==> src/rtl/vedic_pkg.sv <==
// vedic_pkg: shared state encoding and sizing for the sequential Vedic multiplier.
package vedic_pkg;
  typedef enum logic [1:0] {IDLE, RUN, DONE} state_t;
  localparam int W_DEF = 8;
  function automatic int digits_of(input int w);
    return w / 2;
  endfunction
  localparam int N = digits_of(W_DEF);
  localparam int CYCLES = N * N;
endpackage

==> src/rtl/vedic2x2.sv <==
// vedic2x2: combinational 2x2-bit Urdhva-Tiryagbhyam multiplier.
module vedic2x2 (
  input  logic [1:0] a,
  input  logic [1:0] b,
  output logic [3:0] y
);
  logic c1;
  always_comb begin
    c1   = a[1] & b[0] & a[0] & b[1];
    y[0] = a[0] & b[0];
    y[1] = (a[1] & b[0]) ^ (a[0] & b[1]);
    y[2] = (a[1] & b[1]) ^ c1;
    y[3] = a[1] & b[1] & c1;
  end
endmodule

==> src/rtl/vedic_seq_mul8.sv <==
// vedic_seq_mul8: unsigned WxW multiplier that reuses one 2x2 Vedic cell over
// all digit pairs, one pair per cycle, accumulating shifted partial products.
module vedic_seq_mul8
  import vedic_pkg::*;
#(
  parameter int W = W_DEF
) (
  input  logic           clk,
  input  logic           rst_n,
  input  logic           start,
  input  logic [W-1:0]   a,
  input  logic [W-1:0]   b,
  output logic           busy,
  output logic           done,
  output logic [2*W-1:0] y
);
  localparam int ND = digits_of(W);
  localparam int CW = (ND > 1) ? $clog2(ND) : 1;
  state_t         state_q;
  logic [W-1:0]   a_q, b_q;
  logic [2*W-1:0] acc_q, acc_d, y_q;
  logic [CW-1:0]  i_q, j_q;
  logic           busy_q, done_q;
  logic [1:0]     da, db;
  logic [3:0]     pp;
  logic           j_last, last;
  vedic2x2 u_cell (.a(da), .b(db), .y(pp));
  always_comb begin
    da     = a_q[2*int'(i_q) +: 2];
    db     = b_q[2*int'(j_q) +: 2];
    acc_d  = acc_q + ((2*W)'(pp) << (2 * (int'(i_q) + int'(j_q))));
    j_last = j_q == CW'(ND - 1);
    last   = j_last && (i_q == CW'(ND - 1));
  end
  // y is only written when leaving RUN, so partial sums never reach the output
  always_ff @(posedge clk or negedge rst_n) begin
    if (!rst_n) begin
      state_q <= IDLE;
      a_q     <= '0;
      b_q     <= '0;
      acc_q   <= '0;
      y_q     <= '0;
      i_q     <= '0;
      j_q     <= '0;
      busy_q  <= 1'b0;
      done_q  <= 1'b0;
    end else begin
      case (state_q)
        IDLE: if (start) begin
          state_q <= RUN;
          a_q     <= a;
          b_q     <= b;
          acc_q   <= '0;
          i_q     <= '0;
          j_q     <= '0;
          busy_q  <= 1'b1;
        end
        RUN: begin
          acc_q <= acc_d;
          j_q   <= j_last ? '0 : j_q + CW'(1);
          i_q   <= j_last ? i_q + CW'(1) : i_q;
          if (last) begin
            state_q <= DONE;
            y_q     <= acc_d;
            done_q  <= 1'b1;
          end
        end
        DONE: begin
          state_q <= IDLE;
          busy_q  <= 1'b0;
          done_q  <= 1'b0;
        end
        default: state_q <= IDLE;
      endcase
    end
  end
  assign busy = busy_q;
  assign done = done_q;
  assign y    = y_q;
endmodule

==> config.mk <==
export PLATFORM = sky130hd
export DESIGN_NAME = vedic_seq_mul8
export DESIGN_NICKNAME = d
export VERILOG_FILES = /design/src/rtl/vedic_pkg.sv /design/src/rtl/vedic2x2.sv /design/src/rtl/vedic_seq_mul8.sv
export SDC_FILE = /design/constraint.sdc
export NUM_CORES = 1
export LEC_CHECK = 0
export BUFFER_PORTS_ARGS = -buffer_cell sky130_fd_sc_hd__buf_4
export CAP_MARGIN = 40
export CORE_MARGIN = 3
export CORE_UTILIZATION = 39
export CTS_BUF_LIST = sky130_fd_sc_hd__clkbuf_2 sky130_fd_sc_hd__clkbuf_4 sky130_fd_sc_hd__clkbuf_8
export CTS_CLUSTER_SIZE = 20
export DETAILED_ROUTE_END_ITERATION = 8
export GPL_TIMING_DRIVEN = 0
export PLACE_DENSITY = 0.54
export SYNTH_ARGS = -nofsm -noshare
export SYNTH_HDL_FRONTEND = slang
export SYNTH_SLANG_ARGS = --single-unit
export TNS_END_PERCENT = 10
==> constraint.sdc <==
create_clock -name clk -period 8.1 [get_ports clk]
set_input_delay 2.43 -clock clk [delete_from_list [all_inputs] [get_ports clk]]
set_output_delay 2.43 -clock clk [all_outputs]
set_load 0.02 [all_outputs]
==> flow_summary_export.csv <==
group,metric,value,unit
run,cap_violations,0,
cells_and_area,layout-drive-gt1-share,21.4,%
cells_and_area,area_growth,16.7,%
power_and_ir_drop,total_power,1.67,mW
run_status,status,"complete, no violations",
grt,grt_pass1_wl,11300,um
detailed_routing,routedWlPerCell,15.3,um
synth,ys_types,48,
floorplanning,start_util,40.3,%
setup_path,cp_num_cells,14,
sta,relSlewSlack,49.2,%
cells_and_area,multi_input_area,1660,um^2
setup_path,worstPathArrival,4480,ps
synth,synth.top_cell.area_share,44.7,%
sta,hold_violations,0,
synth,synth_area,3130,um^2
sta,setup_viol,0,
setup_path,start_kind,"register",
power_and_ir_drop,power_density,456,nW/um^2
clocking,cts_hold_buffers,0,
sta,worst_pin_slew,760,ps
sta,layout_setup_ws,3830,ps
power_and_ir_drop,vdd_drop_max,0.173,mV
synth,synth.area.top_cells,"dfrtp_1, ha_1, mux2_2",
detailed_routing,drt_iter0_drc,44,
grt,grt_pass1_vias,2304,
synth,synth-main-ff-cell,"dfrtp_1",
clocking,cts_htree_levels,2,
setup_path,cp_slowest_stage_delay,570,ps
setup_path,cp.required,8310,ps
synth,synth_edf_count,0,
floorplanning,die_h,95.6,um
setup_path,crit_type,"reg2reg",
place,port_buffers,36,
setup_path,critPathBufInv,0,
synth,synthArstFlopShare,100,%
clocking,clock-root-buffer,"clkbuf_8",
cells_and_area,nets,377,
cells_and_area,fillerInstances,780,
power_and_ir_drop,power_leakage,1.74,nW
sta,rsz0062_at_grt,"no",
grt,grt_antenna_before_repair,0,
clocking,postCtsSetupBuffers,0,
synth,syn_area_per_cell,10.7,um^2
cells_and_area,finish.utilization,47.1,%
detailed_routing,drc,0,
setup_path,cpLargestDelayFamily,"compound AO/OA/AOI/OAI gates",
detailed_routing,vias_per_cell,5.22,
place,hpwl,4950,um
cells_and_area,seqCellArea,1400,um^2
sta,fmax,234,MHz
clocking,cts_resized,0,
synth,synth_seq_cells,56,
sta,clock_skew,9.86,ps
setup_path,worstSetupEndpointType,"register",
floorplanning,rows,32,
floorplanning,dieWidth,95.6,um
cells_and_area,diodes,0,
cells_and_area,fin_area,3660,um^2
clocking,cts_tree,"yes",
grt,grt_overflow,0,
floorplanning,die_area,9140,um^2
synth,synth.largest_area_cell,"dfrtp_1",
setup_path,slowest_stage,"mux4_2",
clocking,cts_buffers,5,
setup_path,path_max_fanout,6,
clocking,ctsLongestPathBuffers,2,
detailed_routing,ant_nets,0,
setup_path,crit_chain,"mux4_2, and2_1, nor2b_1, ha_1, a21oi_1, nor2_1, ha_1, a2111oi_2, o21ai_1, a31oi_1, a21oi_1, a31oi_1, xnor2_1, mux2_2",
synth,seq_area_frac_synth,44.7,%
place,place_ws,3840,ps
clocking,clk_pin_slew,110,ps
sta,maxSlewViolCount,0,
place,gp_congestion,0.853,
clocking,cts.sinks,56,
synth,syn_nets,333,
detailed_routing,vias,2293,
sta,tns,0,ps
detailed_routing,first_pass_iters,4,
setup_path,ff2ff_path_depth,14,
place,placed_area,3540,um^2
synth,synth_cells,292,
floorplanning,core-area,7770,um^2
sta,fin_crit_sh,52.7,%
detailed_routing,wl,6700,um
sta,fin_crit,4270,ps
floorplanning,pin_count,37,
clocking,insertion_delay,320,ps
hold_path,worstHoldPathCells,2,
synth,yosys_warnings,0,
hold_path,hold_path_class,"reg2reg",
grt,grtUsageTotal,16.0,%
grt,grt_max_degree,57,
==> final timing paths <==
| check | end | slack, ps | startpoint |
|---|---|---|---|
| max reg2reg | y[13] | 3830 | j_q[0] |
| min | y[5] | 480 | y[5] |
| min in group asynchronous | y[6] | 2160 | rst_n |
| min reg2reg | y[5] | 480 | y[5] |
| max in group asynchronous | a_q[2] | 5470 | rst_n |
| max | y[13] | 3830 | j_q[0] |
==> power breakdown <==
group	internal (mW)	switching [mW]	total, mW
Sequential	0.411	0.0848	0.496
Clock	0.0956	0.101	0.197
Combinational	0.446	0.529	0.975
==> synthesized netlist by cell type, types with 2 or more instances <==
master     n
nor2b_1    5
a21o_1     5
dfrtp_1   56
inv_1      5
nand2_1   34
nand3_1    2
o21a_1     4
and3_1     2
clkbuf_1   9
nor3_1     4
xor2_1     2
nand2b_1   2
xnor2_1   12
fa_1       2
ha_1      20
mux4_2     4
a21oi_1   18
o31ai_1    2
a22o_1    12
mux2_1     9
mux2_2    16
inv_2      3
o211ai_1   3
a31oi_1    3
nor2_1    20
o21ai_1    7
o21bai_1   3
a21boi_1   2
o21ai_0    7
==> logic make-up (layout without fill, tap and decap cells) <==
group                    Yosys count  after routing  share of synthesized area (%)
buffers and inverters             18             63                           2.20
AND/OR/NAND/NOR                   76             76                           10.7
AO/OA/AOI/OAI                     76             76                           16.9
XOR/XNOR                          14             14                           3.92
flip-flops                        56             56                           44.7
multiplexers                      30             30                           12.2
adder cells (fa/ha/maj)           22             22                           9.27
==> flip-flops by register name, summed over array words and instances (netlist names) <==
register  cells
done          1
y            16
a_q           8
i_q           2
j_q           2
state_q       2
b_q           8
busy          1
acc_q        16
==> final cells by class <==
class / instances / area share (%)
plain buffers: 10 / 1.06
clock buffers: 5 / 1.88
clock inverters: 3 / 1.37
inverters: 8 / 0.821
multi-input cells: 218 / 45.4
flip-flops and latches: 56 / 38.3
well taps: 102 / 3.49
repair buffers: 37 / 7.60
==> layer usage <==
| layer | vias up | wire [um] | track usage [%] | part of all wire, % |
|---|---|---|---|---|
| met5 | - | 0 | 0 | 0 |
| met4 | 0 | 106 | 4.86 | 1.6 |
| met3 | 9 | 200 | 2.60 | 3.0 |
| met2 | 31 | 2960 | 24.9 | 44 |
| met1 | 1110 | 3440 | 22.7 | 51 |
| li1 | 1143 | - | - | - |
==> metrics by stage <==
stage                     hold slack, ps  instances
after floorplan                      452        292
after global placement               461        430
after detailed placement             466        431
after CTS                            494        439
after global routing                 515        439
final                                483        439
==> cell usage in the layout (no fill, tap or decap), types with 7 or more instances in the layout <==
cell type,instances
a22o_1,12
mux2_2,16
o21ai_0,7
mux2_1,9
nor2_1,20
xnor2_1,12
a21oi_1,18
nand2_1,34
o21ai_1,7
buf_4,37
clkbuf_1,9
ha_1,20
dfrtp_1,56
==> worst min-delay path: cells and delay by family (launching register included) <==
kind	cells	cell delay (ps)
simple gates	2	100
flops	1	360
(Power assumes the default switching activity.)
